[src/rtl/sweep_max_tracker_pkg.sv]
// Shared constants and state encoding for the sweep peak tracker.
// ADC_W / POS_W are also used by the PWM and ADC front-end stages.
package sweep_max_tracker_pkg;

    localparam int SMT_ADC_W   = 12;
    localparam int SMT_POS_W   = 8;
    localparam int SMT_H_STEPS = 180;
    localparam int SMT_V_STEPS = 90;
    localparam int SMT_HYST    = 4;

    typedef enum logic [2:0] {
        ST_IDLE    = 3'd0,
        ST_H_SWEEP = 3'd1,
        ST_H_RET   = 3'd2,
        ST_V_ARM   = 3'd3,
        ST_V_SWEEP = 3'd4,
        ST_V_RET   = 3'd5,
        ST_DONE    = 3'd6
    } state_t;

endpackage

[src/rtl/sweep_max_tracker_peak_capture.sv]
// Peak comparator with MAX register; o_hit marks a new peak this cycle.
// SWEEP_HYST_EN: require ADC_DATA > MAX + HYST, first valid sample of a sweep always captures.
module peak_capture #(
    parameter int ADC_W = 12,
    parameter int HYST  = 4
) (
    input  logic             CLK,
    input  logic             RST,
    input  logic             i_clr,
    input  logic             i_en,
    input  logic             i_vld,
    input  logic [ADC_W-1:0] i_dat,
    output logic             o_hit,
    output logic [ADC_W-1:0] o_max
);

`ifdef SWEEP_HYST_EN
    localparam bit HYST_ON = 1'b1;
`else
    localparam bit HYST_ON = 1'b0;
`endif
    localparam logic [ADC_W:0] MARGIN = HYST_ON ? (ADC_W+1)'(HYST) : '0;

    logic [ADC_W-1:0] r_max;
    logic             r_seen;
    logic [ADC_W:0]   w_thr;
    logic             w_gt;

    // One extra bit so MAX + margin cannot overflow.
    assign w_thr = {1'b0, r_max} + MARGIN;
    assign w_gt  = (HYST_ON && !r_seen) || ({1'b0, i_dat} > w_thr);
    assign o_hit = i_en && i_vld && w_gt;
    assign o_max = r_max;

    always_ff @(posedge CLK or negedge RST) begin
        if (!RST) begin
            r_max  <= '0;
            r_seen <= 1'b0;
        end else if (i_clr) begin
            r_max  <= '0;
            r_seen <= 1'b0;
        end else if (o_hit) begin
            r_max  <= i_dat;
            r_seen <= 1'b1;
        end
    end

endmodule

[src/rtl/sweep_max_tracker.sv]
// Sweep step counter / peak tracker feeding the calibration FSM (CNT_L/CNT_RU/CNT_D).
// Flags decoded combinationally from state; optional SWEEP_HYST_EN adds peak hysteresis.
module sweep_max_tracker
    import sweep_max_tracker_pkg::*;
#(
    parameter int ADC_W   = SMT_ADC_W,
    parameter int POS_W   = SMT_POS_W,
    parameter int H_STEPS = SMT_H_STEPS,
    parameter int V_STEPS = SMT_V_STEPS,
    parameter int HYST    = SMT_HYST
) (
    input  logic             CLK,
    input  logic             RST,
    input  logic             HS,
    input  logic             VS,
    input  logic             MC,
    input  logic             CNT_RST,
    input  logic             STEP_TICK,
    input  logic [ADC_W-1:0] ADC_DATA,
    input  logic             ADC_VALID,
    output logic             CNT_L,
    output logic             CNT_RU,
    output logic             CNT_D,
    output logic [ADC_W-1:0] MAX_VAL,
    output logic [POS_W-1:0] H_POS,
    output logic [POS_W-1:0] V_POS
);

    localparam logic [POS_W-1:0] H_LAST = POS_W'(H_STEPS - 1);
    localparam logic [POS_W-1:0] V_LAST = POS_W'(V_STEPS - 1);

    state_t           r_state;
    logic [POS_W-1:0] r_step_cnt;
    logic [POS_W-1:0] r_ret_cnt;
    logic [POS_W-1:0] r_h_pos;
    logic [POS_W-1:0] r_v_pos;

    logic             w_h_axis;
    logic             w_v_axis;
    logic             w_cap_clr;
    logic             w_hit;
    logic [POS_W-1:0] w_last;
    logic [POS_W-1:0] w_pos_nxt;
    logic [POS_W-1:0] w_ret_init;

    assign w_h_axis  = (r_state == ST_H_SWEEP);
    assign w_v_axis  = (r_state == ST_V_SWEEP);
    assign w_cap_clr = CNT_RST || (r_state == ST_IDLE && HS) || (r_state == ST_V_ARM && VS);
    assign w_last    = w_h_axis ? H_LAST : V_LAST;

    // Return distance must see a peak captured on the very last step.
    assign w_pos_nxt  = w_hit ? r_step_cnt : (w_h_axis ? r_h_pos : r_v_pos);
    assign w_ret_init = w_last - w_pos_nxt;

    peak_capture #(
        .ADC_W (ADC_W),
        .HYST  (HYST)
    ) u_peak (
        .CLK   (CLK),
        .RST   (RST),
        .i_clr (w_cap_clr),
        .i_en  (w_h_axis || w_v_axis),
        .i_vld (ADC_VALID),
        .i_dat (ADC_DATA),
        .o_hit (w_hit),
        .o_max (MAX_VAL)
    );

    always_ff @(posedge CLK or negedge RST) begin
        if (!RST) begin
            r_state    <= ST_IDLE;
            r_step_cnt <= '0;
            r_ret_cnt  <= '0;
            r_h_pos    <= '0;
            r_v_pos    <= '0;
        end else if (CNT_RST) begin
            r_state    <= ST_IDLE;
            r_step_cnt <= '0;
            r_ret_cnt  <= '0;
            r_h_pos    <= '0;
            r_v_pos    <= '0;
        end else begin
            case (r_state)
                ST_IDLE: begin
                    if (HS) begin
                        r_state    <= ST_H_SWEEP;
                        r_step_cnt <= '0;
                        r_h_pos    <= '0;
                    end
                end
                ST_H_SWEEP, ST_V_SWEEP: begin
                    if (w_hit) begin
                        if (w_h_axis) r_h_pos <= r_step_cnt;
                        else          r_v_pos <= r_step_cnt;
                    end
                    // Final step leaves the sweep instead of incrementing, so no wrap.
                    if (STEP_TICK) begin
                        if (r_step_cnt == w_last) begin
                            r_state   <= w_h_axis ? ST_H_RET : ST_V_RET;
                            r_ret_cnt <= w_ret_init;
                        end else begin
                            r_step_cnt <= r_step_cnt + 1'b1;
                        end
                    end
                end
                ST_H_RET, ST_V_RET: begin
                    if (r_ret_cnt == '0) begin
                        r_state <= (r_state == ST_H_RET) ? ST_V_ARM : ST_DONE;
                    end else if (MC && STEP_TICK) begin
                        r_ret_cnt <= r_ret_cnt - 1'b1;
                    end
                end
                ST_V_ARM: begin
                    if (VS) begin
                        r_state    <= ST_V_SWEEP;
                        r_step_cnt <= '0;
                        r_v_pos    <= '0;
                    end
                end
                ST_DONE: begin
                    r_state <= ST_DONE;
                end
                default: r_state <= ST_IDLE;
            endcase
        end
    end

    assign CNT_L  = (r_state == ST_IDLE) || (r_state == ST_H_SWEEP);
    assign CNT_D  = (r_state == ST_V_ARM) || (r_state == ST_V_SWEEP);
    assign CNT_RU = ((r_state == ST_H_RET) || (r_state == ST_V_RET)) && (r_ret_cnt != '0);
    assign H_POS  = r_h_pos;
    assign V_POS  = r_v_pos;

endmodule
[config.mk]
export PLATFORM = sky130hd
export DESIGN_NAME = sweep_max_tracker
export DESIGN_NICKNAME = d
export VERILOG_FILES = /design/src/rtl/sweep_max_tracker_pkg.sv /design/src/rtl/sweep_max_tracker_peak_capture.sv /design/src/rtl/sweep_max_tracker.sv
export SDC_FILE = /design/constraint.sdc
export NUM_CORES = 1
export LEC_CHECK = 0
export BUFFER_PORTS_ARGS = -buffer_cell sky130_fd_sc_hd__buf_2
export CELL_PAD_IN_SITES_DETAIL_PLACEMENT = 1
export CELL_PAD_IN_SITES_GLOBAL_PLACEMENT = 2
export CORE_UTILIZATION = 34
export DETAILED_ROUTE_END_ITERATION = 10
export PLACE_DENSITY_LB_ADDON = 0.25
export SETUP_SLACK_MARGIN = 0.4
export SYNTH_ARGS = -nofsm -noshare
export SYNTH_HDL_FRONTEND = slang
export SYNTH_SLANG_ARGS = --single-unit
[constraint.sdc]
create_clock -name CLK -period 3.78 [get_ports CLK]
set_input_delay 0.756 -clock CLK [delete_from_list [all_inputs] [get_ports CLK]]
set_output_delay 0.756 -clock CLK [all_outputs]
set_load 0.03 [all_outputs]
After elaboration in Yosys (flattened, before gate mapping)

Cells that the tools add are included.

Input bits: 20
Word-level logic and storage cells: 89
Bits in latches: 0
Memory bits (read-only): 0
Memories kept: 0
Bits in writable memories: 0
Output and inout bits: 31
Register bits after elaboration: 47

Bitwise operators: 0
Mux-type cells: 34
Add/subtract/negate cells: 3
Shift operators: 0
Order comparisons: 1
Equal/unequal tests: 18
Reduce and logical (&&, ||, !) cells: 27
Divide/modulo/power cells: 0
Multiply operators: 0

Operators by type and width:

| kind                                              | count |
|---|---|
| 2-to-1 mux 8 bit                                  | 19 |
| one-hot mux 8 bit (2 select lines)                | 3 |
| != test 3 bit (second input constant)             | 11 |
| 2-to-1 mux 12 bit                                 | 2 |
| 2-to-1 mux 3 bit                                  | 8 |
| one-hot mux 8 bit (3 select lines)                | 1 |
| one-hot mux 3 bit (5 select lines)                | 1 |
| AND reduction 5 bit                               | 3 |
| greater-than comparator 12 bit                    | 1 |
| == test 3 bit (second input constant)             | 3 |
| nonzero test 3 bit                                | 3 |
| adder 8 x 1 -> 8 bit (second input constant)      | 1 |
| == test 8 bit                                     | 1 |
| logical NOT 8 bit                                 | 1 |
| AND reduction 4 bit                               | 2 |
| nonzero test 8 bit                                | 1 |
| subtractor 8 x 1 -> 8 bit (second input constant) | 1 |
| subtractor 8 bit                                  | 1 |
| == test 3 x 2 -> 1 bit (second input constant)    | 2 |
| logical AND 1 bit                                 | 6 |
| logical OR 1 bit                                  | 6 |
| nonzero test 4 bit                                | 1 |
| OR reduction 2 bit                                | 2 |
| == test 3 x 1 -> 1 bit (second input constant)    | 1 |
| other kinds (2)                                   | 2 |

Logic depth before layout (Yosys ltp)

Depth after elaboration: 10
Mapped depth: 17

Hierarchy

Synthesis repeated with hierarchy kept, for this count alone.

Cell total of the unflattened synthesis: 372
Area, all modules: 3243.1 µm²

By module, submodules not included:

| module            | seq. area each (µm²) | area an instance (µm²) | cells an instance | instances |
|---|---|---|---|---|
| sweep_max_tracker | 875.8                | 2372.3                 | 275               | 1 |
| peak_capture      | 300.3                | 870.8                  | 97                | 1 |

Least setup slack after synthesis

OpenSTA, ideal clock, no wires.

Path kind: in2reg
Start point: in ADC_DATA[10]
End point: reg r_ret_cnt[7]
Buffers on the path: 2
Arrival: 3752 ps
Required time: 3641 ps
Path slack: -111 ps
Stages on the path: 16
Setup time: 139 ps
Cells stage by stage: ha_1 a21oi_1 nand2_1 a221o_1 o2111ai_2 buf_2 clkbuf_1 nor2_1 a21oi_1 ha_1 inv_1 ha_1 a21o_1 o41ai_1 mux2i_1 a211oi_1

Longest elaborated chain between the ends: 8

RTL lines:

| element                            | line                                 | source |
|---|---|---|
| from (decl)                        | sweep_max_tracker.sv:19              | `input logic [ADC_W-1:0] ADC_DATA,` |
| greater-than comparator 12 bit     | sweep_max_tracker_peak_capture.sv:31 | `assign w_gt = (HYST_ON && !r_seen) \|\| ({1'b0, i_dat} > w_thr);` |
| logical AND 1 bit                  | sweep_max_tracker_peak_capture.sv:32 | `assign o_hit = i_en && i_vld && w_gt;` |
| 2-to-1 mux 8 bit                   | sweep_max_tracker.sv:52              | `assign w_pos_nxt = w_hit ? r_step_cnt : (w_h_axis ? r_h_pos : r_v_pos);` |
| subtractor 8 bit                   | sweep_max_tracker.sv:53              | `assign w_ret_init = w_last - w_pos_nxt;` |
| 2-to-1 mux 8 bit                   | sweep_max_tracker.sv:98              | `if (r_step_cnt == w_last) begin` |
| 2-to-1 mux 8 bit                   | sweep_max_tracker.sv:97              | `if (STEP_TICK) begin` |
| one-hot mux 8 bit (2 select lines) | sweep_max_tracker.sv:83              | `case (r_state)` |
| 2-to-1 mux 8 bit                   | sweep_max_tracker.sv:76              | `end else if (CNT_RST) begin` |
| to (signal assigned)               | sweep_max_tracker.sv:100             | `r_ret_cnt <= w_ret_init;` |
| to (signal assigned)               | sweep_max_tracker.sv:110             | `r_ret_cnt <= r_ret_cnt - 1'b1;` |
| to (decl)                          | sweep_max_tracker.sv:34              | `logic [POS_W-1:0] r_ret_cnt;` |

Every way passes these cells. The select of a mux whose other input is x is not followed.
A chain may end at the register's enable or synchronous reset.

Worst setup path after layout

Start point: in ADC_DATA[9]
End point: reg r_ret_cnt[6]

Same word-level chain as after synthesis.

==> run metrics <==
Critical Path Sink Type=register; crit-path max cell delay=0.35 ns; final hold slack=0.408 ns; run status=finished, violations left; ratio of cells with drive above 1 in the final layout=24.7%; Antenna Cells=0; clock root cell=clkbuf_8; P&R area growth vs syn=25.2%; DRT iter0 DRCs=just under 90; Crit Path Category=primary input to register; syn nets=406; Min-Delay Path Class=primary input to async pin; Buf+Inv Stages, Crit Path=1; Initial Utilization=roughly 35%; total core area=~0.0088 sq mm; Unique masters post-synth=between 40 and 50; VDD IR max=0.000219 V; Pre-antenna DRT Iters=7; vias=about 2800; Nets=460; CTS Buffer Depth=2; pin slew with the least headroom to its limit=0.938 ns; CTS buffer count=5; Worst-path clk slew=0.10 ns; final setup skew=0.00888 ns; setup slack after layout=slightly below 0.5 ns; TNS Setup=0 ns; largest net degree at the start of global routing=30; # setup viols final=0; register bit total from synthesis=between 40 and 50; Post-Route WL=a little over 9000 um; grt total ovfl=0; sequential element share of the synthesized area=37.8%; DR DRC count=6; placed cells=between 500 and 600; CTS Hold Bufs=0; crit-path leading delay family=compound AO/OA/AOI/OAI gates; Yosys top cell by area=dfrtp_1; H-tree levels=2; die width=about 98 um; Primary FF master, synth=dfrtp_1; # fillers=1048; Post-Syn Area per Cell=~8.5 sq um; failing checks=design-rule violations; most frequent cells in the layout=49 x buf_2, 47 x dfrtp_1, 39 x nor2_1; critical path, cell by cell=buf_2 > ha_4 > nand4_1 > nor2_2 > a221o_1 > o2111ai_4 > o211ai_1 > o21ai_1 > ha_1 > nor2b_4 > and3_4 > nor4_4 > mux2i_1 > a311oi_2; TritonCTS clock tree=yes; routed len/inst=around 17 um; gpl congestion=0.821; Post-DRT Antenna Nets=0; number of flops mapped to enable cells by yosys=0; first-pass GRT wire length=15000 um; cell area after synthesis=0.00311 sq mm; Slew HR=approximately 37%; Syn Inst Count=366; most common cell after layout, fill and taps aside=buf_2; RSZ-0062 raised after global routing=true; Tcrit/Tclk final=87.1%; number of core rows=34; die height=approximately 98 um; post-route cell area=0.00390 sq mm; Leak=about 1.8 nW; final hold viol count=0; die area=0.00954 sq mm; WP data required=3.97 ns; ys async rst share=100%; CP arrival=3.48 ns; slowest CP cell=a221o_1; Clock Latency Late Sink=about 0.30 ns; clk sinks=47; fin. max-slew vios=0; Power per Cell Area=548 mW/mm^2; Synth Warn #=0; Synth top area share=37.8%; total track usage=19.9%; initial antenna violation count=0; Vias/cell=between 5 and 6; Place WS=0.0161 ns; FMAX=approximately 300 MHz; CP max FO=6; port buffer count=50; Max Cap Viol=0; top cells by area, synth=dfrtp_1 38%, ha_1 8.0%, o21ai_0 5.6%, mux2i_1 5.5%, nor2_1 4.8%; vias in the first global route=2900; CP Launch Type=primary input; crit path time final=3.29 ns; DP Area=0.00364 sq mm; DP Wirelength=6500 um; io pins=~50; Cell Count, Final, Fillers Out=529
-- Yosys cell counts, types with 4 or more instances --
master,n
nand3_1,16
a21oi_1,20
nand2_1,38
o21ai_0,35
nor2_1,40
o211ai_1,4
and2_1,4
buf_2,5
clkbuf_1,12
or3_1,4
ha_1,20
nand2b_1,5
nor3_1,4
dfrtp_1,47
a22oi_1,4
inv_1,27
a22o_1,4
and3_1,4
mux2_2,4
mux2i_1,17
nand4_1,4
-- timing repair --
item	CTS	global route
resized for setup	2	13
setup buffers	0	5
setup endpoints to repair	2	5
pin swaps	2	13
-- final cells by class --
cell class / instances / area [sq um] / share of cell area [%]
multi-input combinational: 273 / 1970 / 50.6
clock inverter: 2 / 60.1 / 1.54
clock buffer: 6 / 72.6 / 1.86
sequential: 47 / 1180 / 30.2
tap: 108 / 135 / 3.47
inverter: 27 / 101 / 2.60
timing repair buffer: 66 / 380 / 9.76
-- logic make-up after synthesis --
logic type	share of synthesized area (%)
and+or+nand+nor	20.8
AOI/OAI and AO/OA	18.7
DFF	37.8
buffers and inverters	5.99
muxes	6.92
adders and majority gates	8.04
xor gates and xnor gates	1.69
-- final timing paths --
check | from | endpoint | slack [ns] | cells after the start
hold / removal | RST | u_peak.o_max[6]$_DFFE_PN0P_ | 0.41 | 1
setup / recovery | ADC_DATA[9] | r_ret_cnt[6]$_DFFE_PN0P_ | 0.49 | 14
hold reg to reg | H_POS[7]$_DFFE_PN0P_ | H_POS[7]$_DFFE_PN0P_ | 0.52 | 2
max in group asynchronous | RST | r_step_cnt[0]$_DFFE_PN0P_ | 2.59 | 2
min in group CLK | H_POS[7]$_DFFE_PN0P_ | H_POS[7]$_DFFE_PN0P_ | 0.52 | 2
setup reg to reg | u_peak.o_max[10]$_DFFE_PN0P_ | r_ret_cnt[6]$_DFFE_PN0P_ | 0.57 | 14
-- metrics by stage --
stage                     power (W)  utilization, %
after detailed placement    0.00161            41.4
after CTS                   0.00208            43.0
after global routing        0.00228            44.2
final                       0.00213            44.2
after floorplan             0.00133               -
after global placement      0.00159            41.4
-- state kept, by name, indices dropped and copies added (netlist names) --
signal / cells
H_POS: 8
V_POS: 8
r_ret_cnt: 8
r_state: 3
r_step_cnt: 8
u_peak.o_max: 12
-- power breakdown --
group | total [W] | switching (W) | internal, W
clock | 0.000453 | 0.000188 | 0.000265
sequential | 0.000599 | 0.0000562 | 0.000543
combinational | 0.00108 | 0.000647 | 0.000435
-- routing by layer --
metal | vias up | track usage (%) | routed length, um
met2 | 37 | 32.7 | 4270
met3 | 6 | 2.73 | 229
met4 | 0 | 3.50 | 64
met5 | - | 0 | 0
li1 | 1396 | - | -
met1 | 1400 | 28.1 | 4500
Power figures use the tool's default switching activity.
